`src/rtl/fracn_hop_ctrl.sv`:
```
// Frequency-hop controller for a fractional-N divider: holds a 4-entry profile
// table and sequences APPLY -> CLEAR -> SETTLE on each accepted hop request.
module fracn_hop_ctrl #(
    parameter int INT_WIDTH    = 8,
    parameter int FRAC_WIDTH   = 24,
    parameter int SETTLE_WIDTH = 16,
    parameter int INT_RESET    = 16
) (
    input  logic                    clk,
    input  logic                    rst_n,
    input  logic                    cfg_we,
    input  logic [1:0]              cfg_addr,
    input  logic [INT_WIDTH-1:0]    cfg_int,
    input  logic [FRAC_WIDTH-1:0]   cfg_frac,
    input  logic [SETTLE_WIDTH-1:0] settle_cycles,
    input  logic                    hop_valid,
    input  logic [1:0]              hop_idx,
    output logic                    hop_ready,
    output logic [INT_WIDTH-1:0]    Integer,
    output logic [FRAC_WIDTH-1:0]   Fraction,
    output logic                    mod_clr,
    output logic                    busy,
    output logic                    settled,
    output logic                    hop_done
);

    typedef enum logic [1:0] {
        IDLE   = 2'd0,
        APPLY  = 2'd1,
        CLEAR  = 2'd2,
        SETTLE = 2'd3
    } state_t;

    state_t                  state_q, state_d;
    logic [1:0]              idx_q;
    logic [SETTLE_WIDTH-1:0] cnt_q;
    logic [INT_WIDTH-1:0]    int_q;
    logic [FRAC_WIDTH-1:0]   frac_q;
    logic                    mod_clr_q, mod_clr_d;
    logic                    hop_done_q, hop_done_d;
    logic                    busy_q, busy_d;
    logic                    settled_q, settled_d;
    logic                    accept;
    logic                    cnt_zero;

    logic [INT_WIDTH-1:0]    tbl_int_q  [4];
    logic [FRAC_WIDTH-1:0]   tbl_frac_q [4];

    assign accept   = hop_valid && (state_q == IDLE);
    assign cnt_zero = (cnt_q == '0);

    always_ff @(posedge clk or negedge rst_n) begin
        if (!rst_n) begin
            state_q <= IDLE;
        end else begin
            state_q <= state_d;
        end
    end

    always_comb begin
        state_d = state_q;
        unique case (state_q)
            IDLE:    if (hop_valid) state_d = APPLY;
            APPLY:   state_d = CLEAR;
            CLEAR:   state_d = SETTLE;
            SETTLE:  if (cnt_zero) state_d = IDLE;
            default: state_d = IDLE;
        endcase
    end

    // Status outputs are computed one cycle early so they leave flops directly.
    always_comb begin
        mod_clr_d  = (state_q == APPLY);
        hop_done_d = (state_q == SETTLE) && cnt_zero;
        busy_d     = (state_d != IDLE);
        settled_d  = settled_q;
        if (accept) begin
            settled_d = 1'b0;
        end else if (hop_done_d) begin
            settled_d = 1'b1;
        end
    end

    always_ff @(posedge clk or negedge rst_n) begin
        if (!rst_n) begin
            mod_clr_q  <= 1'b0;
            hop_done_q <= 1'b0;
            busy_q     <= 1'b0;
            settled_q  <= 1'b0;
        end else begin
            mod_clr_q  <= mod_clr_d;
            hop_done_q <= hop_done_d;
            busy_q     <= busy_d;
            settled_q  <= settled_d;
        end
    end

    // Table reads in APPLY see the pre-edge contents, so a same-cycle write
    // to the selected entry only affects later hops.
    always_ff @(posedge clk or negedge rst_n) begin
        if (!rst_n) begin
            idx_q  <= '0;
            cnt_q  <= '0;
            int_q  <= INT_WIDTH'(INT_RESET);
            frac_q <= '0;
            for (int i = 0; i < 4; i++) begin
                tbl_int_q[i]  <= '0;
                tbl_frac_q[i] <= '0;
            end
        end else begin
            if (accept) begin
                idx_q <= hop_idx;
            end
            if (state_q == APPLY) begin
                int_q  <= tbl_int_q[idx_q];
                frac_q <= tbl_frac_q[idx_q];
            end
            if (state_q == CLEAR) begin
                cnt_q <= settle_cycles;
            end else if ((state_q == SETTLE) && !cnt_zero) begin
                cnt_q <= cnt_q - SETTLE_WIDTH'(1);
            end
            if (cfg_we) begin
                tbl_int_q[cfg_addr]  <= cfg_int;
                tbl_frac_q[cfg_addr] <= cfg_frac;
            end
        end
    end

    assign hop_ready = (state_q == IDLE);
    assign Integer   = int_q;
    assign Fraction  = frac_q;
    assign mod_clr   = mod_clr_q;
    assign busy      = busy_q;
    assign settled   = settled_q;
    assign hop_done  = hop_done_q;

endmodule

```
`config.mk`:
```
export PLATFORM = sky130hd
export DESIGN_NAME = fracn_hop_ctrl
export DESIGN_NICKNAME = d
export VERILOG_FILES = /design/src/rtl/fracn_hop_ctrl.sv
export SDC_FILE = /design/constraint.sdc
export NUM_CORES = 1
export LEC_CHECK = 0
export BUFFER_PORTS_ARGS = -buffer_cell sky130_fd_sc_hd__buf_2
export CORE_ASPECT_RATIO = 0.9
export CORE_MARGIN = 2
export CORE_UTILIZATION = 35
export CTS_CLUSTER_DIAMETER = 150
export DETAILED_ROUTE_END_ITERATION = 6
export GPL_ROUTABILITY_DRIVEN = 0
export GPL_TIMING_DRIVEN = 0
export MAX_ROUTING_LAYER = met4
export PLACE_DENSITY = 0.54
export REMOVE_ABC_BUFFERS = 1
export SLEW_MARGIN = 20
export SYNTH_ARGS = -nofsm -noshare
export SYNTH_HDL_FRONTEND = slang
export SYNTH_SLANG_ARGS = --single-unit
```
`constraint.sdc`:
```
create_clock -name clk -period 2.35 [get_ports clk]
set_input_delay 0.1175 -clock clk [delete_from_list [all_inputs] [get_ports clk]]
set_output_delay 0.1175 -clock clk [all_outputs]
set_load 0.005 [all_outputs]
```
Word-level counts from Yosys, hierarchy flattened:

Index checks and enable logic that the tools add are counted.

* output and inout bits: 37
* word-level logic and storage cells: 55
* input port bits: 56
* register bits after elaboration: 184

* magnitude comparators: 3
* mux-type cells: 19
* $add $sub $neg: 1
* equal/unequal tests: 3
* reductions and logical operators: 10
* bitwise logic cells: 2

Operator list (count)
* bitwise mux 96 bit: 1
* two-way mux 24 bit: 3
* binary-select mux 24 bit (select 2 bit): 1
* demux 24 bit (select 2 bit): 1
* bitwise mux 32 bit: 1
* two-way mux 16 bit: 2
* two-way mux 8 bit: 3
* binary-select mux 8 bit (select 2 bit): 1
* demux 8 bit (select 2 bit): 1
* logical NOT 16 bit: 1
* subtractor 16 x 1 -> 16 bit (second input constant): 1
* one-hot mux 2 bit (4 select lines): 1
* >= comparator 3 bit (second input constant): 2
* inverter 2 -> 3 bit: 2
* nonzero test 2 bit: 3
* equality test 2 bit (second input constant): 2
* logical AND 1 bit: 4
* two-way mux 2 bit: 2
* < comparator 3 x 1 -> 1 bit (second input constant): 1
* equality test 2 x 1 -> 1 bit (second input constant): 1
* logical NOT 2 bit: 1
* two-way mux 1 bit: 2
* logical NOT 1 bit: 1

Longest topological paths before layout:

* word-level depth: 6
* gate-level depth with buffers: 8

Worst setup path after synthesis:

Ideal clock, no wire load.

* path type: register to register
* start point: register cnt_q[0]
* end point: register cnt_q[3]
* path slack: 0.427 ns
* data required time: 2.212 ns
* cell stages (with the launch flop): 8
* arrival: 1.785 ns
* path buffers: 0
* path through: dfrtp_1 inv_1 ha_1 nor3b_1 nand4_2 o21ai_4 o21ba_1 a2bb2oi_1

* word-level cells in the longest chain between the ends: 4
* elaborated cells between the ends (all ways): 7
* classes of those cells: 1 x add/sub; 2 x mux; 4 x reduce/logical

RTL lines
* start: declaration: line 36 `logic [SETTLE_WIDTH-1:0] cnt_q;`
* start signal: assignment: line 119 `cnt_q <= settle_cycles;`
* start signal: assignment: line 121 `cnt_q <= cnt_q - SETTLE_WIDTH'(1);`
* branches (longest 4 deep; another with subtractor 16 x 1 -> 16 bit)

Several ways; the timed one is not identified. The select of a mux whose other input is x is not followed.
A chain may end at the register's enable or synchronous reset.

Worst setup path in the final report:

* start point: register cnt_q[0]
* end point: register cnt_q[7]

The elaborated chain is that of the path after synthesis.

==> results_dict.tcl <==
set metrics [dict create \
    grt_overflow_total 0 \
    power_frac_seq_pct 50.3 \
    final_area_sq_um 10100 \
    fmax_mhz 472 \
    syn-mean-instance-area_sq_um 15.2 \
    ant_nets 0 \
    rsz0062_at_grt "false" \
    antenna_found_initial 0 \
    synth-main-ff-cell "dfrtp_1" \
    synth_top_family_by_area "multiplexers" \
    drt_iter0_drc 316 \
    fin_tns_setup_ps 0 \
    worst_ep_arrival_time_ps 2440 \
    clockPowerShare_pct 35.8 \
    synth_cells 527 \
    chipHeight_um 147 \
    pin_count 93 \
    vias_per_cell 5.01 \
    synth-edff-count 0 \
    drt_pass1_iterations 4 \
    hp-class "in -> reg" \
    yosys.area_share.simple_pct 3.60 \
    critical_path.cell_chain "inv_1 > ha_1 > nor3b_2 > nand4_2 > o21ai_4 > buf_4 > a21oi_1 > o22a_2" \
    max_cap_viol_count 0 \
    path_class "reg -> reg" \
    setup_viol 0 \
    diodes 0 \
    syn_to_final_growth_pct 25.8 \
    cp-start-kind "flip-flop" \
    drv_slew 0 \
    grt_pass1_vias 5420 \
    start_util_pct 35.6 \
    globalRouteTotalUtil_pct 16.3 \
    crit_path_end_kind "flip-flop" \
    vdd_drop_max_mv 0.377 \
    dp_hpwl_mm 11.7 \
    cts_tree "built" \
    routedWlPerCell_um 18.1 \
    layout_setup_ws_ps 229 \
    period_share_pct 90.2 \
    placed_area_sq_um 8950 \
    layout_common_cells "180 x dfrtp_1, 162 x mux2_2, 91 x buf_2" \
    drive_gt1_share_pct 52.0 \
    h-tree-depth 4 \
    clock_latency_ps 440 \
    synth_mux_area_share_pct 31.9 \
    post-place-ws_ps -497 \
    totalWireLength_mm 17.8 \
    ys_types 41 \
    clockRootBuffer "clkbuf_16" \
    p_comb_share_pct 13.9 \
    synthAdderAreaFrac_pct 0.157 \
    finalClockSkew_ps 13.0 \
    core.rowCount 52 \
    ys_seq_elements 184 \
    slowest_delay_ps 440 \
    path_max_fanout 8 \
    final_common_cell "dfrtp_1" \
    drc_errors 0 \
    reg2reg_slack_ps 230 \
    netlist_area_sq_um 7990 \
    worst_ep_required_time_ps 2670 \
    design.core.area_sq_um 22400 \
    synth-compound-area-share_pct 4.73 \
    clock_sinks 184 \
    power.switching_mw 2.15 \
    layout_min_cycle_time_ps 2120 \
    slowest_stage "dfrtp_1" \
    finalNetCount 730 \
    grt_max_degree 100 \
    internal_power_mw 5.82 \
    synth_xor_area_share_pct 0 \
    hold_viol 0 \
    routed-via-count 4920 \
    die_w_um 163 \
    port_buffers 92 \
    ys_seq_area_share_pct 57.7 \
    slew_headroom_pct 50.9 \
    outcome "complete, no violations" \
    numCtsBuffers 17 \
    async_flop_share_pct 100 \
    power.share.switching_pct 27.0 \
    synth_warnings 0 \
    p_per_area_nw_per_um2 793 \
    worst_pin_slew_ps 737 \
    grt_pass1_wl_mm 29.1 \
    clk_pin_slew_ps 80 \
    die_area_sq_um 24000 \
    p_leak_nw 4.39 \
    clk_path_buf_depth 2 \
]
-- path summary, 6_finish.rpt --
path                                    from             end  cells past startpoint
min reg2reg                   tbl_frac_q[30]  tbl_frac_q[30]                      1
max reg2reg                         cnt_q[0]        cnt_q[7]                      8
max                                 cnt_q[0]        cnt_q[7]                      8
max in group asynchronous              rst_n     Fraction[7]                      3
min                        settle_cycles[10]       cnt_q[10]                      3
min in group asynchronous              rst_n        cnt_q[6]                      2
-- worst max-delay path, delay by kind of cell (launching register included) --
kind / cells / cell delay (ps)
compound gates: 3 / 520
fa+ha+maj: 1 / 210
buf+inv: 2 / 270
flops: 1 / 440
simple gates: 2 / 570
-- metal layers --
metal  wire, um  global-route usage [%]  vias up
met1       7730                    20.0     2548
met5          0                       -        -
met2       9130                    26.6       98
li1           -                       -     2258
met3        691                    4.01       16
met4        215                    5.00        0
-- through the flow --
step                power (mW)  utilization, %  hold slack [ps]  std cells
floorplan                 4.73               -             -178        497
global placement          5.01            38.7              373        886
detailed placement        5.12            39.9              165        901
CTS                       8.07            44.8             2.24        983
global route              8.39            44.8             17.7        983
finish                    7.97            44.8             28.5        983
-- cell type report --
cell class	count	area, sq um
repair buffers	157	1190
multi-input cells	305	3250
inverters	8	30.0
clock inverters	15	170
fillers	2001	12400
well taps	297	372
flip-flops and latches	184	4610
clock buffers	17	425
-- cell usage after synthesis (2+ instances only) --
cell type / count / area share [%]
dfrtp_1: 183 / 57
inv_1: 8 / 0.38
nand3_1: 4 / 0.25
buf_1: 5 / 0.23
nor3_1: 7 / 0.44
clkbuf_1: 17 / 0.80
nand3b_1: 3 / 0.28
mux4_2: 32 / 9.0
nand2_1: 18 / 0.85
o2bb2ai_1: 4 / 0.44
a21oi_1: 13 / 0.81
o21ai_0: 12 / 0.75
o21ai_2: 2 / 0.22
a2bb2oi_1: 5 / 0.55
nor3b_1: 2 / 0.19
a22oi_1: 3 / 0.28
nor4_1: 3 / 0.23
nor2_1: 14 / 0.66
mux2_2: 162 / 23
buf_2: 7 / 0.44
o22ai_1: 3 / 0.23
-- power by group through the flow --
stage	logic, mW	registers, mW	clock network (mW)
finish	1.11	4.01	2.85
global route	1.22	4.08	3.09
CTS	1.13	4.00	2.94
detailed placement	1.06	4.06	0
global placement	0.994	4.01	0
floorplan	0.768	3.96	0
-- logic make-up after synthesis --
kind of cell,Yosys count
multiplexers,194
flip-flops,184
AND/OR/NAND/NOR,57
AO/OA/AOI/OAI,53
buffers and inverters,38
adder cells (fa/ha/maj),1
-- flip-flops by register name (all words and copies together) (netlist names) --
name        flops
Fraction       24
Integer         8
busy            1
cnt_q          16
hop_done        1
idx_q           2
mod_clr         1
settled         1
state_q         2
tbl_frac_q     96
tbl_int_q      32
-- what timing repair did --
action | in CTS | in global routing
endpoints found under the setup margin | 43 | 10
resized for setup | 1 | 1
buffers inserted | 5 | 0
pin swaps | 2 | 0
hold buffers | 45 | 0
hold endpoints to repair | 225 | 0
Note: power is estimated with default switching activity, not from simulation.
